--- src/rtl/ldl_tx_if.sv ---
// Producer-side word handshake for the LEDR transmitter.
// The producer (master) offers in_data/in_valid; the transmitter (slave) answers with in_ready.
interface ldl_tx_if #(
    parameter int DATA_MSB = 7
);
    logic [DATA_MSB:0] in_data;
    logic              in_valid;
    logic              in_ready;

    modport master (
        output in_data,
        output in_valid,
        input  in_ready
    );

    modport slave (
        input  in_data,
        input  in_valid,
        output in_ready
    );
endinterface

--- src/rtl/ldl_tx.sv ---
// Clocked producer to LEDR (value/timing dual-rail) channel transmitter.
// Optional acknowledge watchdog: define LDL_TX_TIMEOUT_EN.
module ldl_tx #(
    parameter int DATA_MSB       = 7,
    parameter int DELAY          = 1,
    parameter int TIMEOUT_CYCLES = 255
) (
    input  logic            clk,
    input  logic            reset,
    ldl_tx_if.slave         in_if,
    output logic [DATA_MSB:0] ledr_v,
    output logic [DATA_MSB:0] ledr_t,
    input  logic            ledr_ack,
    output logic            phase,
    output logic            proto_err
);
    typedef enum logic {
        S_IDLE = 1'b0,
        S_WAIT = 1'b1
    } state_t;

    state_t            r_state;
    state_t            w_next;
    logic              r_phase;
    logic [DATA_MSB:0] r_v;
    logic [DATA_MSB:0] r_t;
    logic              r_sync1;
    logic              r_sync2;
    logic              r_err;
    logic              w_take;
    logic              w_ack_ok;
    logic              w_tmo;
    logic              w_unused;

    assign w_take   = (r_state == S_IDLE) && in_if.in_valid;
    assign w_ack_ok = (r_sync2 == r_phase);

`ifdef LDL_TX_TIMEOUT_EN
    localparam int CW_RAW = $clog2(TIMEOUT_CYCLES + 1);
    localparam int CW     = (CW_RAW < 8) ? 8 : ((CW_RAW > 16) ? 16 : CW_RAW);
    localparam logic [CW-1:0] TMO_LAST = CW'(TIMEOUT_CYCLES - 1);

    logic [CW-1:0] r_cnt;

    always_ff @(posedge clk or negedge reset) begin
        if (!reset) begin
            r_cnt <= '0;
        end else if (w_take) begin
            r_cnt <= '0;
        end else if (r_state == S_WAIT) begin
            r_cnt <= r_cnt + 1'b1;
        end
    end

    assign w_tmo    = (r_state == S_WAIT) && (r_cnt == TMO_LAST);
    assign w_unused = (DELAY != 0);
`else
    assign w_tmo    = 1'b0;
    assign w_unused = (DELAY != 0) ^ (TIMEOUT_CYCLES != 0);
`endif

    // Only metastability point: ledr_ack is read nowhere else.
    always_ff @(posedge clk or negedge reset) begin
        if (!reset) begin
            r_sync1 <= 1'b0;
            r_sync2 <= 1'b0;
        end else begin
            r_sync1 <= ledr_ack;
            r_sync2 <= r_sync1;
        end
    end

    always_ff @(posedge clk or negedge reset) begin
        if (!reset) begin
            r_state <= S_IDLE;
        end else begin
            r_state <= w_next;
        end
    end

    always_comb begin
        w_next = r_state;
        unique case (r_state)
            S_IDLE: if (in_if.in_valid) w_next = S_WAIT;
            S_WAIT: if (w_ack_ok || w_tmo) w_next = S_IDLE;
            default: w_next = S_IDLE;
        endcase
    end

    always_comb begin
        in_if.in_ready = 1'b0;
        if (r_state == S_IDLE) in_if.in_ready = 1'b1;
    end

    // t = v ^ new_phase, so each bit flips exactly one rail per token.
    always_ff @(posedge clk or negedge reset) begin
        if (!reset) begin
            r_phase <= 1'b0;
            r_v     <= '0;
            r_t     <= '0;
        end else if (w_take) begin
            r_phase <= ~r_phase;
            r_v     <= in_if.in_data;
            r_t     <= in_if.in_data ^ {(DATA_MSB+1){~r_phase}};
        end
    end

    always_ff @(posedge clk or negedge reset) begin
        if (!reset) begin
            r_err <= 1'b0;
        end else if (((r_state == S_IDLE) && !w_ack_ok) || w_tmo) begin
            r_err <= 1'b1;
        end
    end

    assign ledr_v    = r_v;
    assign ledr_t    = r_t;
    assign phase     = r_phase;
    assign proto_err = r_err;
endmodule

--- src/flat_wrapper.sv ---
// flat-port wrapper written by rule: the top's interface ports become plain ports
module ldl_tx_flat 
#(
    parameter int DATA_MSB       = 7,
    parameter int DELAY          = 1,
    parameter int TIMEOUT_CYCLES = 255
)
  (clk, reset, ledr_v, ledr_t, ledr_ack, phase, proto_err, in_if_in_data, in_if_in_valid, in_if_in_ready);
  ldl_tx_if #(.DATA_MSB(DATA_MSB)) in_if_i ();
  input  logic clk;
  input  logic reset;
  output logic [DATA_MSB:0] ledr_v;
  output logic [DATA_MSB:0] ledr_t;
  input  logic ledr_ack;
  output logic phase;
  output logic proto_err;
  input wire logic [$bits(in_if_i.in_data)-1:0] in_if_in_data;
  input wire logic [$bits(in_if_i.in_valid)-1:0] in_if_in_valid;
  output wire logic [$bits(in_if_i.in_ready)-1:0] in_if_in_ready;
  assign in_if_i.in_data = in_if_in_data;
  assign in_if_i.in_valid = in_if_in_valid;
  assign in_if_in_ready = in_if_i.in_ready;
  ldl_tx #(.DATA_MSB(DATA_MSB), .DELAY(DELAY), .TIMEOUT_CYCLES(TIMEOUT_CYCLES)) u_core (.clk(clk), .reset(reset), .in_if(in_if_i), .ledr_v(ledr_v), .ledr_t(ledr_t), .ledr_ack(ledr_ack), .phase(phase), .proto_err(proto_err));
endmodule
--- config.mk ---
export PLATFORM = sky130hd
export DESIGN_NAME = ldl_tx_flat
export DESIGN_NICKNAME = d
export VERILOG_FILES = /design/src/rtl/ldl_tx_if.sv /design/src/rtl/ldl_tx.sv /design/src/flat_wrapper.sv
export SDC_FILE = /design/constraint.sdc
export NUM_CORES = 1
export LEC_CHECK = 0
export ABC_AREA = 1
export CAP_MARGIN = 10
export CORE_MARGIN = 2
export CORE_UTILIZATION = 35
export DETAILED_ROUTE_END_ITERATION = 12
export PLACE_DENSITY_LB_ADDON = 0.05
export SLEW_MARGIN = 20
export SYNTH_ARGS = -nofsm -noshare
export SYNTH_HDL_FRONTEND = slang
export SYNTH_SLANG_ARGS = --single-unit
--- constraint.sdc ---
create_clock -name clk -period 1.25 [get_ports clk]
set_input_delay 0.3125 -clock clk [delete_from_list [all_inputs] [get_ports clk]]
set_output_delay 0.3125 -clock clk [all_outputs]
set_load 0.02 [all_outputs]
# Word-level counts from Yosys, hierarchy flattened
# Cells that the tools add are included.
# word_totals
inputBits	12
regBits	21
# op_classes
mux	4
n_reduce_logical	3
n_eq_ne	1
bitwise_logic	3
# op_table
op	n
$xor 8x8->8	1
$mux 1	3
$logic_and 1x1->1	2
$not 1->1	2
$pmux 1 s2	1
$eq 1x1->1	1
$logic_not 1->1	1

# Logic depth before layout (Yosys ltp)
# Gate-level depths: netlist of run 1.
# depth
depth_word	3
ltp_mapped	6
ltp_nobuf	5

# Worst setup path after synthesis of run 1
# OpenSTA, ideal clock, no wires.
# synth_timing
path_kind	register to register
from	reg u_core.r_phase (netlist: u_core.phase)
to	reg u_core.r_err (netlist: u_core.proto_err)
period_less_slack_ps	993
arrival_ps	875
stages_incl_launch_ff	6
path_buffers	1
setup_time_ps	117
path_slack_ps	257
required_ps	1133
path_cell_list	dfrtp_1 > buf_4 > inv_4 > nand2_1 > nand3_1 > nand2_1
# synth_between
elab_chain_cells	3
# synth_lines
item	line_no	rtl
start, declared	ldl_tx.sv:24	logic r_phase;
start signal, assigned	ldl_tx.sv:102	r_phase <= ~r_phase;
$eq 1x1->1	ldl_tx.sv:36	assign w_ack_ok = (r_sync2 == r_phase);
$logic_not 1->1	ldl_tx.sv:111	end else if (((r_state == S_IDLE) && !w_ack_ok) || w_tmo) begin
$logic_and 1x1->1	ldl_tx.sv:111	
end signal, assigned	ldl_tx.sv:110	r_err <= 1'b0;
end signal, assigned	ldl_tx.sv:112	r_err <= 1'b1;
end, declared	ldl_tx.sv:29	logic r_err;
# Every way passes these cells.
# A chain may end at the register's enable or synchronous reset.

# Worst setup path after layout of run 1
# layout_timing
from	reg u_core.r_state
to	out in_if_in_ready
# layout_between
elab_chain_cells	1
# layout_lines
item	line_no	rtl
start, declared	ldl_tx.sv:22	state_t r_state;
start signal, assigned	ldl_tx.sv:77	r_state <= w_next;
$mux 1	ldl_tx.sv:92	if (r_state == S_IDLE) in_if.in_ready = 1'b1;
end, declared	flat_wrapper.sv:19	output wire logic [$bits(in_if_i.in_ready)-1:0] in_if_in_ready;
# Every way passes these cells.

==> results of run 1 <==
## critical path, delay by kind of cell, from the launching register on
kind	cells	cell delay, ns
buffers and inverters	2	0.19
flip-flops	1	0.40
## cell type report
type | instances | area share [%]
clock buffer | 3 | 1.65
clock inverter | 1 | 0.366
inverter | 13 | 3.75
multi-input combinational | 72 | 26.0
sequential | 21 | 38.4
tap | 31 | 2.83
timing repair buffer | 45 | 27.1
## layer usage
layer	up-vias	wire length (µm)	part of all wire [%]
met4	0	17	0.83
met3	2	136	6.6
met5	-	0	0
li1	418	-	-
met2	18	987	48
met1	383	911	44
## layout by cell type, fill, tap and decap left out
cell type,count
sky130_fd_sc_hd__nand2_1,54
sky130_fd_sc_hd__xor2_1,1
sky130_fd_sc_hd__nand2_2,3
sky130_fd_sc_hd__buf_2,18
sky130_fd_sc_hd__clkbuf_4,3
sky130_fd_sc_hd__inv_4,1
sky130_fd_sc_hd__inv_2,2
sky130_fd_sc_hd__dfrtp_1,21
sky130_fd_sc_hd__nand2_4,4
sky130_fd_sc_hd__o21ai_2,8
sky130_fd_sc_hd__inv_1,10
sky130_fd_sc_hd__buf_4,12
sky130_fd_sc_hd__clkinv_2,1
sky130_fd_sc_hd__nand3_1,2
sky130_fd_sc_hd__clkdlybuf4s50_1,11
sky130_fd_sc_hd__buf_12,4
## sequential cells by signal, indices dropped and copies added (netlist names)
name / cells
u_core.r_sync2: 1
u_core.ledr_t: 8
u_core.r_state: 1
u_core.r_sync1: 1
u_core.proto_err: 1
u_core.ledr_v: 8
u_core.phase: 1
## timing repair
| action | CTS | global route |
|---|---|---|
| endpoints found under the setup margin | 19 | 1 |
| gates resized for setup | 76 | 1 |
| hold buffers | 0 | 0 |
| hold endpoints to repair | 0 | 0 |
| setup buffers | 1 | 0 |
## worst min path at each step
stage / end / startpoint / slack (ns)
floorplan: u_core.ledr_t[0] / reset / 0.02
global placement: u_core.r_sync2 / u_core.r_sync1 / 0.33
detailed placement: u_core.r_sync2 / u_core.r_sync1 / 0.34
CTS: u_core.ledr_v[4] / reset / 0.34
global route: u_core.ledr_v[5] / reset / 0.35
finish: u_core.ledr_v[5] / reset / 0.34
## cell families after synthesis
kind of cell | Yosys count | share of synthesized area [%]
AO/OA/AOI/OAI | 8 | 7.15
XOR/XNOR | 1 | 0.894
buffers and inverters | 16 | 10.1
flip-flops | 21 | 53.6
AND/OR/NAND/NOR | 63 | 28.2
## power breakdown
| group | leakage, nW | total (mW) | internal [mW] | switching (mW) |
|---|---|---|---|---|
| Clock | 0.0177 | 0.334 | 0.119 | 0.215 |
| Sequential | 0.254 | 1.11 | 0.963 | 0.142 |
| Combinational | 0.506 | 1.88 | 0.804 | 1.08 |
==> impl_summary.log, run 1 <==
[metrics] r2r worst-path depth: 6
[metrics] worst hold-check path type: input pin to asynchronous set/reset pin
[metrics] maximum clock skew at final layout: 0.00168 ns
[metrics] number of unique standard cell types used by synthesis: 12
[metrics] die width: 56.9 µm
[metrics] number of hold violations in the final report: 0
[metrics] RSZ-0062 raised after global routing: false
[metrics] count of standard-cell rows: 19
[metrics] fraction of met2 tracks used by global routing: 25.1%
[metrics] Mean Syn Cell Area: 8.99 µm²
[metrics] I/O pin total: 31
[metrics] Final Instance Area: 1370 µm²
[metrics] max_cap viols: 0
[metrics] highest achievable clock rate: 833 MHz
[metrics] critical path, cell by cell: inv_2 > buf_4
[metrics] worst slack after detailed placement: -0.138 ns
[metrics] TritonCTS clock tree: done
[metrics] number of global-route vias before repair: 840
[metrics] Crit Path Max Fanout: 2
[metrics] normalized max-slew margin: 83.9%
[metrics] least setup slack across all paths after layout: 0.0497 ns
[metrics] total die area: 3240 µm²
[metrics] mean number of vias per cell: 4.41
[metrics] GPL Wtd Cong: 0.699
[metrics] busiest metal layer after global routing: met2
[metrics] total design power: 3.32 mW
[metrics] CORE AREA: 2710 µm²
[metrics] routed via count: 821
[metrics] proportion of register bits with asynchronous set or reset after synthesis: 100%
[metrics] top cells by area, synth: sky130_fd_sc_hd__dfrtp_1, sky130_fd_sc_hd__nand2_1, sky130_fd_sc_hd__o21ai_2, sky130_fd_sc_hd__nand2_4, sky130_fd_sc_hd__buf_12
[metrics] number of diodes: 0
[metrics] run status: completed
[metrics] Cell Pwr Density: 2420 nW/µm²
[metrics] reg-to-reg setup timing slack: 0.14 ns
[metrics] non-filler cells, final: 186
[metrics] worst setup path startpoint: u_core.r_state
[metrics] synthesized netlist net count: 121
[metrics] reg-to-reg critical path endpoint: u_core.ledr_t[6]
[metrics] most common library cells after synthesis: sky130_fd_sc_hd__nand2_1, sky130_fd_sc_hd__dfrtp_1, sky130_fd_sc_hd__inv_1
[metrics] required time worst endpoint: 0.94 ns
[metrics] post-synth top area cell: sky130_fd_sc_hd__dfrtp_1
[metrics] final cell utilization of the core: 50.5%
[metrics] total length of routed wires: 2050 µm
[metrics] DR iter-0 viols: 17
[metrics] chip height: 56.9 µm
[metrics] warning count from the yosys run: 0
[metrics] Final setup violation count: 0
[metrics] Synth Cell Area: 980 µm²
[metrics] Inserted Clock Buffers: 3
[metrics] detailed placer's ending HPWL: 1500 µm
[metrics] Clock Sink Count: 21
[metrics] overall routing resource usage: 14.4%
[metrics] transition time at the pin with the least slew margin: 0.242 ns
[metrics] total number of nets in the final design: 168
[metrics] Total Negative Setup Slacks: 0 ns
[metrics] maximum ir drop on the vdd rail: 0.00124 V
[metrics] port bufs: 30
[metrics] post-CTS clock slew at the launch and capture registers of the worst setup and hold paths: 0.12 ns
[metrics] starting density of the core: 36.1%
[metrics] number of remaining DRC errors: 0
[metrics] top cell type's share of synthesized area: 53.6%
[metrics] Setup Crit Path Kind: flip-flop to primary output
[metrics] flip-flop and latch count after synthesis: 21
[metrics] Routed Antenna Nets: 0
[metrics] H-tree depth: 1
[metrics] kind of start point of the critical path: flip-flop
[metrics] number of buffers on the longest clock path: 2
[metrics] ratio of cells with drive above 1 in the final layout: 36.1%
[metrics] met1 track demand over resource: 17.5%
[metrics] wire length of the first global-routing pass: 3680 µm
[metrics] total area of multi-input combinational cells: 355 µm²
[metrics] area used by sequential logic in the layout: 526 µm²
[metrics] capture point of the critical path: in_if_in_ready
[metrics] number of antenna violations at the first check in global routing: 0
[metrics] Synth Flop Type: sky130_fd_sc_hd__dfrtp_1
[metrics] First-pass DRT Iterations: 4
[metrics] startpoint of the worst register-to-register path: u_core.r_state
[metrics] maximum number of pins on one net before global-route repair: 22
[metrics] post-route fraction of the period consumed by the critical path: 96.0%
[metrics] fill cell count: 285
[metrics] number of enable flip-flop cells after synthesis: 0
[metrics] Hold Slack: 0.338 ns
[metrics] count of placed standard cells including taps: 181
[metrics] overflow left after global routing: 0
[metrics] sequential share of the synthesized area: 53.6%
[metrics] worst skew pair latency: 0.30 ns
[metrics] GR Layer Usage met3: 3.23%
[metrics] Area growth syn-to-layout: 39.7%
[metrics] Routed WL per cell: 11.0 µm
[metrics] final max-slew violation count: 0
[metrics] most numerous cell in the Yosys netlist: sky130_fd_sc_hd__nand2_1
[metrics] endpoint kind of the worst setup timing path: primary output
[metrics] critical-path cell with the highest stage delay: sky130_fd_sc_hd__dfrtp_1
[metrics] CP Data Arrival Time: 0.89 ns
[metrics] minimum clock period after layout: 1.20 ns
[metrics] stage delay of the slowest cell on the critical path: 0.40 ns
[metrics] leakage power: 0.778 nW
[metrics] post-place instance area: 1430 µm²
[metrics] CTS root buffer: sky130_fd_sc_hd__clkbuf_4
[metrics] cell count after synthesis: 109
No activity file was read; power rests on OpenSTA's default activity.
==> run 2, diff against run 1 <==
--- a/config.mk
+++ b/config.mk
@@ -6,6 +6,7 @@
 export NUM_CORES = 1
 export LEC_CHECK = 0
 export ABC_AREA = 1
+export ABC_CLOCK_PERIOD_IN_PS = 1250
 export CAP_MARGIN = 10
 export CORE_MARGIN = 2
 export CORE_UTILIZATION = 35
==> results of run 2 <==
No change in the layout: final DEF, timing and power equal those of run 1.
